**config.mk**
```make
export PLATFORM = sky130hd
export DESIGN_NAME = eth_rx_mii_gen
export DESIGN_NICKNAME = d
export VERILOG_FILES = /design/src/rtl/eth_rx_mii_gen_pkg.sv /design/src/rtl/eth_rx_mii_gen_crc32.sv /design/src/rtl/eth_rx_mii_gen.sv
export SDC_FILE = /design/constraint.sdc
export NUM_CORES = 1
export LEC_CHECK = 0
export CAP_MARGIN = 20
export CORE_MARGIN = 5
export CORE_UTILIZATION = 36
export DETAILED_ROUTE_END_ITERATION = 10
export DONT_BUFFER_PORTS = 1
export GPL_TIMING_DRIVEN = 0
export SYNTH_ARGS = -nofsm -noshare
export SYNTH_HDL_FRONTEND = slang
export SYNTH_SLANG_ARGS = --single-unit
```
**constraint.sdc**
```tcl
create_clock -name clk_mac -period 3.44 [get_ports clk_mac]
set_input_delay 0 -clock clk_mac [delete_from_list [all_inputs] [get_ports clk_mac]]
set_output_delay 0 -clock clk_mac [all_outputs]
set_load 0.01 [all_outputs]
```
**src/rtl/eth_rx_mii_gen_pkg.sv**
```systemverilog
// Shared constants, state encoding and CRC helpers for the Ethernet receive front end.
package eth_rx_mii_gen_pkg;

    localparam logic [7:0]  PREAMBLE_BYTE = 8'h55;
    localparam logic [7:0]  SFD_BYTE      = 8'hD5;
    localparam logic [31:0] CRC_POLY_REFL = 32'hEDB88320;

    // Bit positions inside rx_err_code
    localparam int ERR_CRC   = 0;
    localparam int ERR_PHY   = 1;
    localparam int ERR_LEN   = 2;
    localparam int ERR_ALIGN = 3;

    typedef enum logic [1:0] {
        HUNT = 2'd0,
        RECV = 2'd1,
        DROP = 2'd2
    } rx_state_e;

    function automatic logic [31:0] bswap32(input logic [31:0] v);
        return {v[7:0], v[15:8], v[23:16], v[31:24]};
    endfunction

    // One byte of reflected CRC32, LSB of the data byte first
    function automatic logic [31:0] crc32_byte(input logic [31:0] c, input logic [7:0] d);
        logic [31:0] r;
        logic [7:0]  dd;
        r  = c;
        dd = d;
        for (int unsigned i = 0; i < 8; i++) begin
            r  = (r[0] ^ dd[0]) ? ((r >> 1) ^ CRC_POLY_REFL) : (r >> 1);
            dd = dd >> 1;
        end
        return r;
    endfunction

endpackage

```
**src/rtl/eth_rx_mii_gen_crc32.sv**
```systemverilog
// Byte-wide CRC32 accumulator: reflected 0x04C11DB7, all-ones init, inverted output.
module eth_rx_mii_gen_crc32
    import eth_rx_mii_gen_pkg::*;
(
    input  logic        clk_i,
    input  logic        rst_i,
    input  logic        vld_i,
    input  logic [7:0]  dat_i,
    output logic [31:0] crc_o
);

    logic [31:0] crc_q, crc_d;

    // Fold in one byte whenever vld_i is high
    always_comb begin
        crc_d = crc_q;
        if (vld_i) crc_d = crc32_byte(crc_q, dat_i);
    end

    // CRC state register, re-seeded on rst_i
    always_ff @(posedge clk_i) begin
        if (rst_i) crc_q <= '1;
        else       crc_q <= crc_d;
    end

    assign crc_o = ~crc_q;

endmodule

```
**src/rtl/eth_rx_mii_gen.sv**
```systemverilog
// Ethernet receive front end for RMII/MII/GMII symbol streams: preamble hunt, byte
// assembly, optional FCS strip, CRC check and frame fault classification.
module eth_rx_mii_gen
    import eth_rx_mii_gen_pkg::*;
#(
    parameter int PHY_W     = 2,
    parameter int PRE_MIN   = 7,
    parameter int MIN_LEN   = 64,
    parameter int MAX_LEN   = 1518,
    parameter int STRIP_FCS = 1,
    parameter int LEN_W     = 11
)(
    input  logic             clk_mac,
    input  logic             rst,
    input  logic             eth_crsdv,
    input  logic             eth_rxerr,
    input  logic [PHY_W-1:0] eth_rxd,
    output logic             rx_vld,
    output logic [7:0]       rx_dat,
    output logic             rx_sof,
    output logic             rx_eof,
    output logic [LEN_W-1:0] rx_len,
    output logic             rx_err,
    output logic [3:0]       rx_err_code
);

    localparam int             SPB      = 8 / PHY_W;
    localparam int             HW       = 8 * (PRE_MIN + 1);
    localparam logic [HW-1:0]  SYNC_PAT = {SFD_BYTE, {PRE_MIN{PREAMBLE_BYTE}}};
    localparam logic [2:0]     SYM_LAST = 3'(SPB - 1);

    logic             crsdv_b_q, rxerr_b_q;
    logic [PHY_W-1:0] rxd_b_q;

    rx_state_e        state_q, state_d;
    logic [HW-1:0]    hist_q, hist_d;
    logic [2:0]       sym_q, sym_d;
    logic [LEN_W-1:0] cnt_q, cnt_d, cnt_inc, len_q, len_d;
    logic             ovf_q, ovf_d, first_q, first_d;
    logic [31:0]      dl_q, dl_d;
    logic [7:0]       byte_new, out_byte;
    logic             sfd_det, sym_adv, byte_done, end_frm, err_frm, eof, dlv;
    logic [31:0]      crc_val;
    logic [3:0]       code_c;

    logic             rx_vld_q, rx_vld_d, rx_sof_q, rx_sof_d, rx_eof_q, rx_eof_d, rx_err_q, rx_err_d;
    logic [7:0]       rx_dat_q, rx_dat_d;
    logic [LEN_W-1:0] rx_len_q, rx_len_d;
    logic [3:0]       code_q, code_d;

    // Single input register stage; free-running so reset can see live carrier
    always_ff @(posedge clk_mac) begin
        crsdv_b_q <= eth_crsdv;
        rxerr_b_q <= eth_rxerr;
        rxd_b_q   <= eth_rxd;
    end

    // Frame event decode
    assign sym_adv   = (state_q == RECV) && crsdv_b_q && !rxerr_b_q;
    assign byte_done = sym_adv && (sym_q == SYM_LAST);
    assign end_frm   = (state_q == RECV) && !crsdv_b_q;
    assign err_frm   = (state_q == RECV) && crsdv_b_q && rxerr_b_q;
    assign eof       = end_frm || err_frm;
    assign sfd_det   = (state_q == HUNT) && (hist_d == SYNC_PAT);
    assign cnt_inc   = (&cnt_q) ? cnt_q : cnt_q + 1'b1;
    assign dlv       = byte_done && (cnt_inc <= LEN_W'(MAX_LEN)) &&
                       ((STRIP_FCS == 0) || (cnt_q >= LEN_W'(4)));
    assign out_byte  = (STRIP_FCS != 0) ? dl_q[7:0] : byte_new;

    // Symbol-to-byte shifter: pending symbols sit LSB-aligned, newest symbol completes the byte
    if (PHY_W == 8) begin : g_byte
        assign byte_new = rxd_b_q;
    end else begin : g_shift
        logic [7-PHY_W:0] pend_q;
        assign byte_new = {rxd_b_q, pend_q};
        // Keep the most recent symbols of the byte under assembly
        always_ff @(posedge clk_mac) begin
            if (rst)          pend_q <= '0;
            else if (sym_adv) pend_q <= byte_new[7:PHY_W];
        end
    end

    // CRC is fed from the tail of the 4-byte delay line, so at frame end it covers
    // exactly DA..payload and the line itself holds the received FCS.
    eth_rx_mii_gen_crc32 u_crc (
        .clk_i (clk_mac),
        .rst_i (rst || sfd_det),
        .vld_i (byte_done && (cnt_q >= LEN_W'(4))),
        .dat_i (dl_q[7:0]),
        .crc_o (crc_val)
    );

    // State register; carrier present at reset release means we joined mid-frame
    always_ff @(posedge clk_mac) begin
        if (rst) state_q <= eth_crsdv ? DROP : HUNT;
        else     state_q <= state_d;
    end

    // Next-state logic
    always_comb begin
        state_d = state_q;
        unique case (state_q)
            HUNT:    if (sfd_det) state_d = RECV;
            RECV:    if (end_frm) state_d = HUNT;
                     else if (err_frm) state_d = DROP;
            DROP:    if (!crsdv_b_q) state_d = HUNT;
            default: state_d = HUNT;
        endcase
    end

    // Datapath next-state: preamble history, counters and delay line
    always_comb begin
        hist_d  = '0;
        if ((state_q == HUNT) && crsdv_b_q && !rxerr_b_q)
            hist_d = {rxd_b_q, hist_q[HW-1:PHY_W]};
        sym_d   = sym_q;
        cnt_d   = cnt_q;
        len_d   = len_q;
        ovf_d   = ovf_q;
        first_d = first_q;
        dl_d    = dl_q;
        if (sfd_det) begin
            sym_d   = '0;
            cnt_d   = '0;
            len_d   = '0;
            ovf_d   = 1'b0;
            first_d = 1'b1;
        end else begin
            if (sym_adv) sym_d = byte_done ? 3'd0 : sym_q + 3'd1;
            if (byte_done) begin
                cnt_d = cnt_inc;
                dl_d  = {byte_new, dl_q[31:8]};
                if (cnt_inc > LEN_W'(MAX_LEN)) ovf_d = 1'b1;
            end
            if (dlv) len_d = len_q + 1'b1;
            if (dlv || eof) first_d = 1'b0;
        end
    end

    // Output decode: data beat on delivery, EOF beat with status on frame end
    always_comb begin
        code_c            = '0;
        code_c[ERR_CRC]   = (dl_q != crc_val);
        code_c[ERR_PHY]   = err_frm;
        code_c[ERR_LEN]   = ovf_q || (cnt_q < LEN_W'(MIN_LEN)) || first_q;
        code_c[ERR_ALIGN] = (sym_q != 3'd0);
        rx_vld_d = dlv || eof;
        rx_dat_d = dlv ? out_byte : 8'h00;
        rx_sof_d = (dlv || eof) && first_q;
        rx_eof_d = eof;
        rx_len_d = eof ? len_q : '0;
        code_d   = eof ? code_c : '0;
        rx_err_d = eof && (|code_c);
    end

    // Datapath and output registers
    always_ff @(posedge clk_mac) begin
        if (rst) begin
            hist_q   <= '0;
            sym_q    <= '0;
            cnt_q    <= '0;
            len_q    <= '0;
            ovf_q    <= 1'b0;
            first_q  <= 1'b0;
            dl_q     <= '0;
            rx_vld_q <= 1'b0;
            rx_dat_q <= '0;
            rx_sof_q <= 1'b0;
            rx_eof_q <= 1'b0;
            rx_len_q <= '0;
            rx_err_q <= 1'b0;
            code_q   <= '0;
        end else begin
            hist_q   <= hist_d;
            sym_q    <= sym_d;
            cnt_q    <= cnt_d;
            len_q    <= len_d;
            ovf_q    <= ovf_d;
            first_q  <= first_d;
            dl_q     <= dl_d;
            rx_vld_q <= rx_vld_d;
            rx_dat_q <= rx_dat_d;
            rx_sof_q <= rx_sof_d;
            rx_eof_q <= rx_eof_d;
            rx_len_q <= rx_len_d;
            rx_err_q <= rx_err_d;
            code_q   <= code_d;
        end
    end

    assign rx_vld      = rx_vld_q;
    assign rx_dat      = rx_dat_q;
    assign rx_sof      = rx_sof_q;
    assign rx_eof      = rx_eof_q;
    assign rx_len      = rx_len_q;
    assign rx_err      = rx_err_q;
    assign rx_err_code = code_q;

endmodule

```
[Yosys cells after proc, flatten, opt, wreduce, memory -nomap -nowiden]
Index checks and enable logic that the tools add are counted.
Operators by class
  $mul: 0
  $lt $le $gt $ge: 4
  bitwise logic cells: 20
  add/subtract/negate cells: 3
  div/mod/pow operators: 0
  reductions and logical operators: 31
  eq/ne operators: 8
  mux-type cells: 20
  shift operators: 0
Operators with widths (number)
  $mux W32: 8
  $not A13 Y14: 8
  $eq A64 B64 Y1 const B: 1
  $mux W64: 1
  $ne A32 B32 Y1: 1
  $not A32 Y32: 1
  $add A11 B1 Y11 const B: 2
  $logic_and A1 B1 Y1: 13
  $mux W2: 6
  $ge A11 B3 Y1 const B: 1
  $gt A11 B11 Y1 const B: 1
  $le A11 B11 Y1 const B: 1
  $lt A11 B7 Y1 const B: 1
  $mux W11: 1
  $reduce_and A11 Y1: 1
  $xor A1 B1 Y1: 8
  $ne A3 B3 Y1 const B: 2
  $pmux W2 S3: 1
  $reduce_or A2 Y1: 3
  $logic_or A1 B1 Y1: 5
  $ne A4 B4 Y1 const B: 1
  $reduce_and A2 Y1: 2
  $reduce_or A4 Y1: 1
  $add A3 B1 Y3 const B: 1
  other kinds (11): 15
Word-level totals
  input port bits: 6
  latch bits: 0
  memories: 0
  bits in read-only memories: 0
  memory bits (writable): 0
  word-level logic and storage cells: 106
  flip-flop bits (word level): 194

[Logic depth before layout (Yosys ltp)]
  depth after elaboration: 16
  gate-level depth with buffers: 10
  gate-level depth less buffers: 9

[Cells and area by module]
A second synthesis with hierarchy kept.
Second synthesis, totals
  cell total of the unflattened synthesis: 849
  area total of the unflattened synthesis: 8236.6 um2
Modules (own cells, without submodules)
  eth_rx_mii_gen: cells an instance 644, seq. area each 3223.1 um2, area each 6157.2 um2, times used 1
  eth_rx_mii_gen_crc32: cells an instance 205, seq. area each 640.6 um2, area each 2079.5 um2, times used 1

[Worst setup path before layout]
OpenSTA, ideal clock, no wires.
  kind: register to register
  from: reg cnt_q[1]
  to: reg len_q[1]
  slack: 1065 ps
  library setup time: 128 ps
  buffers on the path: 2
  clock period less this slack: 2375 ps
  cell stages (with the launch flop): 11
  arrival: 2248 ps
  required time: 3312 ps
  cells stage by stage: dfxtp_1 > ha_1 > and3_1 > buf_4 > nand4_1 > mux2i_1 > o41a_4 > o21ai_2 > buf_6 > mux2i_1 > nor2_1
Between the ends
  cells in the longest elaborated chain, start to end: 5
  elaborated cells on any way between the ends: 7
  classes of those cells: add/sub: 1; order compare: 2; mux: 1; reduce/logical: 3
Ends and longest elaborated chain
  start: declaration: line eth_rx_mii_gen.sv:38  | logic [LEN_W-1:0] cnt_q, cnt_d, cnt_inc, len_q, len_d;
  start signal: assignment: line eth_rx_mii_gen.sv:176  | cnt_q <= cnt_d;
  $add A11 B1 Y11 / $reduce_and A11 Y1 (equally long branches): line eth_rx_mii_gen.sv:65  | assign cnt_inc = (&cnt_q) ? cnt_q : cnt_q + 1'b1;
  $mux W11: line eth_rx_mii_gen.sv:65
  $le A11 B11 Y1: line eth_rx_mii_gen.sv:66  | assign dlv = byte_done && (cnt_inc <= LEN_W'(MAX_LEN)) &&
  $logic_and A1 B1 Y1: line eth_rx_mii_gen.sv:66
  $logic_and A1 B1 Y1 (*): line eth_rx_mii_gen.sv:66
  end signal: assignment: line eth_rx_mii_gen.sv:177  | len_q <= len_d;
  end: declaration: line eth_rx_mii_gen.sv:38
Mark *: on every way between the ends. The rest lies on a longest branch, timed or not.
A chain may end at the register's enable or synchronous reset.

[Final worst setup path]
  from: reg cnt_q[1]
  to: reg rx_dat_q[2], in the netlist rx_dat[2]
Between the ends
  cells in the longest elaborated chain, start to end: 7
  elaborated cells on any way between the ends: 9
  classes of those cells: add/sub: 1; order compare: 2; mux: 1; bitwise: 1; reduce/logical: 4
Ends and longest elaborated chain
  $add A11 B1 Y11 / $reduce_and A11 Y1 (equally long branches): line eth_rx_mii_gen.sv:65
  $mux W11: line eth_rx_mii_gen.sv:65
  $le A11 B11 Y1: line eth_rx_mii_gen.sv:66
  $logic_and A1 B1 Y1: line eth_rx_mii_gen.sv:66
  $logic_and A1 B1 Y1 (*): line eth_rx_mii_gen.sv:66
  $not A1 Y1 (no line) (*)
  $reduce_or A2 Y1 (no line) (*)
  end signal: assignment: line eth_rx_mii_gen.sv:182  | rx_dat_q <= rx_dat_d;
  end: declaration: line eth_rx_mii_gen.sv:47  | logic [7:0] rx_dat_q, rx_dat_d;
Marks and branches as above.

==> key figures <==
Timing
  • Fin. Hold Viols: 0
  • Hold Slack: ~0.11 ns
  • Setup TNS after final layout: 0 ns
  • Worst slew pin tran: 1.095 ns
  • Setup violations, final: 0
  • Clock period minus worst slack: 2.880 ns
  • RSZ-0062 raised after global routing: false
  • Fin crit share: 83.71%
  • Fmax: around 350 MHz
  • Final max-slew violation count: 0
  • Slew HR: a little over a quarter
  • Clock Skew: 0.01232 ns
  • Worst setup margin: 0.5602 ns

Clocking
  • Clock buffer depth: 2
  • Setup Buffers After CTS: 0
  • Reg clk slew, reported paths: 0.07 ns
  • Post-CTS resize count: 0
  • Clock Sinks: 192
  • Root Driver: clkbuf_16
  • H-tree levels: 4
  • CTS tree: done
  • Clock Latency Late Sink: 0.43 ns
  • TritonCTS buffer count: 17
  • Hold_buf cts: 5

Detailed routing
  • Post-route ant nets: 0
  • DR vias/cell: 4.877
  • Total routed wirelength: 16.68 mm
  • # DRC: 0
  • DR vias: 5477
  • Initial DRC Count: 368
  • Router iterations before antenna repair: 7
  • Routed WL per cell: around 15 um

Cells and area
  • Antenna Cells: 0
  • Layout Nets: 851
  • Synth-to-layout area growth: 12.90%
  • Most frequent cells in the layout: dfxtp_1, nand2_1, and2_1, xnor2_1, a21oi_1
  • Layout cells sized above 1: 7.193%
  • Final instance area: 0.008725 sq mm
  • Commonest non-fill, non-tap cell in the layout: dfxtp_1
  • Fill cells: 2084

Placement
  • DP Worst Slack: 0.6096 ns
  • Gpl congestion: slightly below 0.9
  • DP HPWL: approximately 12 mm
  • Port Buf Inserts: 0
  • Area post-placement: 0.008071 sq mm

Yosys
  • Yosys reg bits: between 150 and 200
  • Mean Syn Cell Area: ~9.5 sq um
  • Yosys cell types: 67
  • Top_reg_cell synth: dfxtp_1
  • FFs w/ async S/R, synth: 0%
  • Post-synthesis sequential area ratio: between 50% and 60%
  • Mapped cell area: 0.007727 sq mm
  • YS warnings: 0
  • Number of synthesized flops with an enable pin: 2
  • Cell count after synthesis: 811
  • Post-Syn Nets: ~830

Run
  • Maxcap violations: 0

Floorplan
  • Die Ht: 156.5 um
  • Core area: 0.02109 sq mm
  • Die area: 0.02450 sq mm
  • I/O pin cnt: 33
  • Horiz. Die Dim: 156.5 um
  • Row count: 53
  • Starting Density: a little over a third

Global route
  • First-pass GRT wire length: 27.88 mm
  • Largest net degree at the start of global routing: 19
  • Number of global-route vias before repair: 5304
  • Initial antenna violation count: 0
  • Total track usage: 14.14%
  • Grt ovf: 0

Power and ir drop
  • Peak VDD IR: between 0.3 and 0.4 mV
  • Leak: around 0.0032 uW
  • Power, Total: 4360 uW
  • PD cells: 499.7 mW/mm^2

Worst setup path
  • CP Launch Type: flop
  • Critical path endpoint category: flop
  • CP Class: reg2reg
  • Worst Path Arrival: 3.20 ns
  • Required time of the critical path: 3.76 ns
  • Worst-path maximum fanout: 10

Min path
  • Hold/Removal Path Class: in2reg

Run status
  • Status: finished, final reports clean
## critical path: stages (launching register included)
cell	delay, ns
dfxtp_1	0.47
ha_1	0.35
and3_1	0.20
buf_4	0.14
nand4_1	0.30
mux2i_1	0.22
o41a_4	0.42
o21ai_2	0.18
buf_6	0.17
nor2_2	0.10
and2_1	0.21
## power by group
group	switching (uW)	total, uW	internal, uW
clock network	911	2000	1090
logic	63.1	93.0	30.0
registers	21.5	2270	2240
total	996	4360	3360
## layer usage
metal	track usage, %	share of wire [%]
met2	22.38	46
met5	0	0
met1	19.91	50
met4	3.926	1.1
met3	2.517	3.1
## flip-flops by register name, summed over array words and instances (netlist names), 3 cells and up
register	flops
dl_q	32
sym_q	3
hist_q	62
rx_err_code	4
cnt_q	11
rx_dat	8
rx_len	11
len_q	11
g_shift.pend_q	6
u_crc.crc_q	32
## synth_stat cells, types with 7 or more instances
cell	instances	area, sq um
o211ai_1	35	262.8
inv_1	13	48.80
and2_1	81	506.7
nor2_1	18	67.56
nand4_1	13	81.33
xnor2_1	65	569.3
a31oi_1	7	43.79
nand2_1	126	473.0
a21oi_1	55	275.3
clkbuf_1	32	120.1
nor4_1	13	81.33
dfxtp_1	190	3804
xor2_1	40	350.3
ha_1	10	125.1
nor3_1	10	50.05
nand3_1	12	60.06
## final timing paths
kind	start	endpoint	slack (ns)	cells after the start
setup / recovery	cnt_q[1]	rx_dat[2]	0.56	10
hold / removal	eth_rxd[1]	rxd_b_q[1]	0.11	1
setup reg to reg	cnt_q[1]	rx_dat[2]	0.56	10
hold reg to reg	hist_q[23]	hist_q[21]	0.45	1
## metrics by stage
stage | std cells | util, %
final | 1123 | 41.37
after global routing | 1123 | 41.37
after floorplan | 811 | -
after CTS | 1123 | 41.37
after detailed placement | 1086 | 38.28
after global placement | 1086 | 38.28
## cell families after synthesis
group | synth area share [%]
AO/OA/AOI/OAI | 11.77
AND/OR/NAND/NOR | 21.03
adder cells (fa/ha/maj) | 1.619
multiplexers | 0.2591
flip-flops | 50.00
buffers and inverters | 3.417
XOR/XNOR | 11.90
## area by class of cell
type | instances | area [sq um] | area share [%]
sequential | 192 | 3864 | 44.29
inverter | 13 | 48.80 | 0.5593
clock buffer | 19 | 464.2 | 5.321
buffer | 43 | 215.2 | 2.467
clock inverter | 13 | 138.9 | 1.592
tap | 275 | 344.1 | 3.944
multi-input combinational | 563 | 3600 | 41.26
timing repair buffer | 5 | 50.05 | 0.5736
Power figures use the tool's default switching activity.
